`config.mk`:
```
export PLATFORM = sky130hd
export DESIGN_NAME = sasa_table_loader
export DESIGN_NICKNAME = d
export VERILOG_FILES = /design/src/rtl/sparce_types_pkg.sv /design/src/rtl/sasa_table_loader.sv
export SDC_FILE = /design/constraint.sdc
export NUM_CORES = 1
export LEC_CHECK = 0
export ABC_AREA = 1
export BUFFER_PORTS_ARGS = -buffer_cell sky130_fd_sc_hd__buf_4
export CAP_MARGIN = 10
export CELL_PAD_IN_SITES_DETAIL_PLACEMENT = 1
export CELL_PAD_IN_SITES_GLOBAL_PLACEMENT = 1
export CORE_MARGIN = 4
export CORE_UTILIZATION = 36
export CTS_CLUSTER_SIZE = 16
export DETAILED_ROUTE_END_ITERATION = 8
export GPL_TIMING_DRIVEN = 0
export PLACE_DENSITY_LB_ADDON = 0.15
export SYNTH_ARGS = -nofsm -noshare
export SYNTH_HDL_FRONTEND = slang
export SYNTH_SLANG_ARGS = --single-unit
```
`constraint.sdc`:
```
create_clock -name CLK -period 5.85 [get_ports CLK]
set_input_delay 1.17 -clock CLK [delete_from_list [all_inputs] [get_ports CLK]]
set_output_delay 1.17 -clock CLK [all_outputs]
set_load 0.02 [all_outputs]
```
`src/rtl/sparce_types_pkg.sv`:
```
// Types shared by the SparCE SASA blocks: loader FSM states and the entry word layout.
// The CHECK state exists only when SASA_LOADER_CHECKSUM_EN is defined.
package sparce_types_pkg;

  localparam int SASA_WORDS_PER_ENTRY = 2;

  typedef enum logic [2:0] {
    S_IDLE,
    S_READ,
    S_WRITE,
`ifdef SASA_LOADER_CHECKSUM_EN
    S_CHECK,
`endif
    S_DONE
  } loader_state_t;

  // Second word of an entry; the first word is the preceding_pc.
  typedef struct packed {
    logic [3:0]  reserved;
    logic [15:0] insts_to_skip;
    logic [1:0]  condition;
    logic [4:0]  rs2;
    logic [4:0]  rs1;
  } sasa_entry_cfg_t;

endpackage

```
`src/rtl/sasa_table_loader.sv`:
```
// Sequencer that copies packed SASA entry words from memory into the SASA table.
// Define SASA_LOADER_CHECKSUM_EN to verify a trailing XOR checksum word after the data.
module sasa_table_loader
  import sparce_types_pkg::*;
#(
  parameter logic [31:0] SASA_ADDR_BASE  = 32'h0000_1000,
  parameter int          WORDS_PER_ENTRY = SASA_WORDS_PER_ENTRY,
  parameter int          MAX_ENTRIES     = 16,
  parameter int          ENTRY_CNT_W     = $clog2(MAX_ENTRIES + 1)
) (
  input  logic                   CLK,
  input  logic                   RST,
  input  logic                   start,
  input  logic                   abort,
  input  logic [31:0]            src_addr,
  input  logic [ENTRY_CNT_W-1:0] num_entries,
  input  logic                   enable_req,
  output logic                   busy,
  output logic                   done,
  output logic                   error,
  output logic                   mem_ren,
  output logic [31:0]            mem_addr,
  input  logic [31:0]            mem_rdata,
  input  logic                   mem_busy,
  output logic                   sasa_wen,
  output logic [31:0]            sasa_addr,
  output logic [31:0]            sasa_data,
  output logic                   sasa_enable
);

  localparam int TOT_W = ENTRY_CNT_W + $clog2(WORDS_PER_ENTRY) + 1;

  loader_state_t    state, state_nxt;
  logic [TOT_W-1:0] word_idx, total;
  logic [31:0]      src_q, data_q, word_off;
  logic             error_q, table_valid, commit_q;
  logic             last_word, start_bad;

`ifdef SASA_LOADER_CHECKSUM_EN
  logic [31:0] xor_q, total_off;
  assign total_off = 32'({total, 2'b00});
`endif

  assign word_off  = 32'({word_idx, 2'b00});
  assign last_word = (word_idx == total - TOT_W'(1));
  assign start_bad = (32'(num_entries) > MAX_ENTRIES) || (src_addr[1:0] != 2'b00);

  assign error       = error_q;
  assign sasa_enable = enable_req & table_valid & (state == S_IDLE);

  always_ff @(posedge CLK) begin
    if (RST) state <= S_IDLE;
    else     state <= state_nxt;
  end

  always_comb begin
    state_nxt = state;
    busy      = (state != S_IDLE);
    done      = (state == S_DONE);
    mem_ren   = 1'b0;
    mem_addr  = '0;
    sasa_wen  = 1'b0;
    sasa_addr = '0;
    sasa_data = '0;
    case (state)
      S_IDLE: if (start) state_nxt = (start_bad || num_entries == '0) ? S_DONE : S_READ;
      S_READ: begin
        mem_ren  = 1'b1;
        mem_addr = src_q + word_off;
        if (abort)          state_nxt = S_DONE;
        else if (!mem_busy) state_nxt = S_WRITE;
      end
      S_WRITE: begin
        sasa_wen  = 1'b1;
        sasa_addr = SASA_ADDR_BASE + word_off;
        sasa_data = data_q;
        if (abort) state_nxt = S_DONE;
`ifdef SASA_LOADER_CHECKSUM_EN
        else if (last_word) state_nxt = S_CHECK;
`else
        else if (last_word) state_nxt = S_DONE;
`endif
        else state_nxt = S_READ;
      end
`ifdef SASA_LOADER_CHECKSUM_EN
      S_CHECK: begin
        mem_ren  = 1'b1;
        mem_addr = src_q + total_off;
        if (abort || !mem_busy) state_nxt = S_DONE;
      end
`endif
      S_DONE:  state_nxt = S_IDLE;
      default: state_nxt = S_IDLE;
    endcase
  end

  // commit_q marks a load that ran to completion; only then may DONE publish the table.
  always_ff @(posedge CLK) begin
    if (RST) begin
      src_q       <= '0;
      total       <= '0;
      word_idx    <= '0;
      data_q      <= '0;
      error_q     <= 1'b0;
      table_valid <= 1'b0;
      commit_q    <= 1'b0;
`ifdef SASA_LOADER_CHECKSUM_EN
      xor_q       <= '0;
`endif
    end else begin
      case (state)
        S_IDLE: if (start) begin
          src_q       <= src_addr;
          total       <= TOT_W'(num_entries) * TOT_W'(WORDS_PER_ENTRY);
          word_idx    <= '0;
          error_q     <= start_bad;
          table_valid <= 1'b0;
          commit_q    <= 1'b0;
`ifdef SASA_LOADER_CHECKSUM_EN
          xor_q       <= '0;
`endif
        end
        S_READ: if (!abort && !mem_busy) begin
          data_q <= mem_rdata;
`ifdef SASA_LOADER_CHECKSUM_EN
          xor_q  <= xor_q ^ mem_rdata;
`endif
        end
        S_WRITE: if (!abort) begin
          if (!last_word) word_idx <= word_idx + TOT_W'(1);
`ifndef SASA_LOADER_CHECKSUM_EN
          else            commit_q <= 1'b1;
`endif
        end
`ifdef SASA_LOADER_CHECKSUM_EN
        S_CHECK: if (!abort && !mem_busy) begin
          if (mem_rdata == xor_q) commit_q <= 1'b1;
          else                    error_q  <= 1'b1;
        end
`endif
        S_DONE:  table_valid <= commit_q & ~error_q;
        default: ;
      endcase
    end
  end

endmodule

```
==> key figures <==
STA
  • Finish-stage setup viols: 0
  • Clock period minus worst slack: between 3 and 4 ns
  • Hold Violations, Final: 0
  • Tcrit/Tclk final: about 64%
  • Slew @ Worst Pin: a little under 0.7 ns
  • Achievable frequency: ~270 MHz
  • Worst slew margin: a little over half
  • Skew final: between 0.007 and 0.008 ns
  • Final Max Slew Viols: 0
  • RSZ-0062 raised after global routing: no
  • Setup TNS Final: 0 ns

Worst setup path
  • Slowest cell on the critical path: dfxtp_1
  • Slowest stage delay, CP: around 0.47 ns
  • Worst R2R Setup Slack: ~3.9 ns
  • Crit. End Element: output pin
  • Critical Path RT: around 4.7 ns
  • R2R cell count: 11
  • CP arrival: roughly 2.6 ns
  • Delay-heaviest family, CP: simple AND/OR/NAND/NOR gates
  • Crit Reg-Reg Endpoint: word_idx[3]$_SDFFE_PP0P_
  • CP max FO: 7
  • Critical Path Most Common Cell: nand2_1
  • Cell Chain, Critical Path: ha_1 -> fa_1 -> nand3_1 -> nand2_1 -> nand2_1 -> nand2_1 -> nand2_1 -> nor2_2 -> nor2_1 -> nor3_1 -> buf_4
  • Critical R2R Launch: total[1]$_SDFFE_PP0P_
  • WP depth: 11
  • Buf/Inv on CP: 1
  • Startpoint Class: flop
  • Crit Path Category: flop to output pin

Power and ir drop
  • Leak Pwr: ~2.9 nW
  • Peak VDD IR: approximately 180 uV
  • PwrDens: between 200 and 300 nW/um^2

Floorplanning
  • DIE WIDTH: between 100 and 150 um
  • # rows: 41
  • # IOs: around 180
  • Initial Util: between 30% and 40%
  • Core area: approximately 13000 um^2
  • Die H: between 100 and 150 um
  • Die area: approximately 15000 um^2

Synth
  • Post-synth ARST share: 0%
  • Yosys cell types: 43
  • Most used DFF post-synth: dfxtp_1
  • EDFF count, synth: 0
  • Synth warnings: 0
  • Synthesized area: 4653 um^2
  • Synthesized flop and latch total: 81
  • Post-synthesis sequential area ratio: a little over a third
  • Mapped Cells: 705
  • Avg Cell Area, Syn: around 6.6 um^2

Detailed routing
  • Detailed-route vias per instance: slightly below 5
  • DRC: 0
  • 1st-pass router iterations: 4
  • Post-route ant nets: 0
  • Average wire per standard cell: ~16 um
  • DR iter-0 viols: 220
  • DRT Wirelength: ~17 mm
  • Via count: 5293

Clock tree
  • Root Buffer: clkbuf_16
  • Post-cts resize count: 0
  • H-tree depth: 3
  • CTS buffer count: 9
  • Clock buffer depth: 2
  • CTS Sinks: 81
  • CTS clk-pin slew, worst paths: roughly 0.070 ns
  • # Post-CTS Setup Buffers: 0
  • CTS tree: built
  • Clk_lat worst skew: 0.35 ns
  • Hold_buf cts: 0

Final layout
  • Commonest non-fill, non-tap cell in the layout: buf_4
  • Filler-free cell count of the finished design: about 1100
  • Most frequent cells in the layout: buf_4, nor2_1, nand2_1, o21ai_0
  • Final core utilization: between 50% and 60%
  • Diodes inserted: 0
  • Nets: a little under 1000
  • Area Growth Syn to Fin: 37.21%
  • Share of cells above drive strength 1: ~26%

Flow run
  • MaxCap Viol Count: 0

Global route
  • Maximum number of pins on one net before global-route repair: 15
  • Global Route Usage Sum: a little under a quarter
  • Total grt overflow: 0
  • Initial antenna violation count: 0
  • Vias in the first global route: between 5000 and 6000
  • First-pass GRT wire length: approximately 27 mm

Worst hold path
  • Min-Delay Path Class: flop to flop
  • Hold path cells: 2
  • HP Start: data_q[23]$_SDFFE_PP0P_
  • Min-Delay Endpoint: data_q[23]$_SDFFE_PP0P_

Placement
  • Hpwl dp: 13.75 mm
  • Dpl cells: between 1000 and 1500
  • Placer's final routability congestion estimate: around 0.87
  • Input/output buffers: roughly 150

Status
  • Status: complete, no violations
-- flip-flops by register name, summed over array words and instances, names as in the netlist --
| signal | count |
|---|---|
| total | 5 |
| state | 2 |
| word_idx | 7 |
| data_q | 32 |
| commit_q | 1 |
| src_q | 32 |
| table_valid | 1 |
| error | 1 |
-- worst reg2reg max path, stage by stage, from the launching register on --
cell	delay [ns]
dfxtp_1	0.34
clkinv_1	0.20
ha_1	0.30
nand2_1	0.11
nand3_1	0.08
nand2_1	0.06
nand3_1	0.09
nor2_2	0.16
nand3_4	0.15
nand2_4	0.13
nand2_1	0.07
a21oi_1	0.17
-- cells in the mapped netlist, drive strengths merged, types with 2 or more instances --
cell	n	area share [%]
buf	41	5.8
dfxtp	81	35
nor3b	3	0.48
clkbuf	12	1.0
nand4	4	0.54
ha	9	2.4
o21ai	85	9.4
nor4	2	0.27
nor3	19	2.2
nand2	90	7.5
inv	88	7.1
xor2	9	1.7
nor2	133	11
a21oi	82	9.1
nand3	31	3.6
o21a	2	0.32
a21boi	2	0.32
-- how the worst max path moves through the flow --
stage	slack, ns	from	endpoint
floorplan	2.69	word_idx[0]$_SDFFE_PP0P_	mem_addr[16]
global placement	2.54	word_idx[0]$_SDFFE_PP0P_	mem_addr[22]
detailed placement	2.45	word_idx[0]$_SDFFE_PP0P_	mem_addr[22]
CTS	2.05	word_idx[0]$_SDFFE_PP0P_	mem_addr[22]
global route	1.86	word_idx[0]$_SDFFE_PP0P_	mem_addr[22]
finish	2.09	word_idx[0]$_SDFFE_PP0P_	mem_addr[22]
-- where the power goes --
part           switching [mW]  internal [mW]
clock                   0.246          0.334
combinational           0.248          0.148
sequential             0.0458          0.599
total                   0.540           1.08
-- metal layers --
metal | share of wire [%] | GRT usage, % | vias up
met5 | 0 | 0 | -
met4 | 2.8 | 8.403 | 0
met3 | 6.3 | 6.778 | 36
met2 | 51 | 41.90 | 159
met1 | 40 | 26.18 | 2493
li1 | - | - | 2605
-- cells by family after synthesis --
group                      after synthesis  share of synthesized area [%]
AOI/OAI and AO/OA                      175                          19.76
xor gates and xnor gates                10                          1.882
adders and majority gates               10                          2.850
buffers and inverters                  142                          13.98
DFF                                     81                          34.85
other                                    1                        0.08059
and+or+nand+nor                        286                          26.59
-- through the flow --
stage                     area, um^2  total power [mW]  worst slack [ns]  hold slack [ns]
after floorplan                 4740            0.8910             2.693           0.4272
after global placement          6088             1.030             2.541           0.4392
after detailed placement        6088             1.050             2.447           0.4475
after CTS                       6385             1.631             2.051           0.4580
after global routing            6385             1.703             1.862           0.4817
final                           6385             1.621             2.090           0.4568
-- final cells by class --
class                           instances  area [um^2]
Clock inverter                          5        63.81
Clock buffer                           11        232.7
Timing Repair Buffer                  151         1134
Multi-Input combinational cell        505         2467
Fill cell                            1749         6235
Inverter                               89        334.1
Buffer                                 53        316.6
Tap cell                              172        215.2
Sequential cell                        81         1622
(Power assumes the default switching activity.)
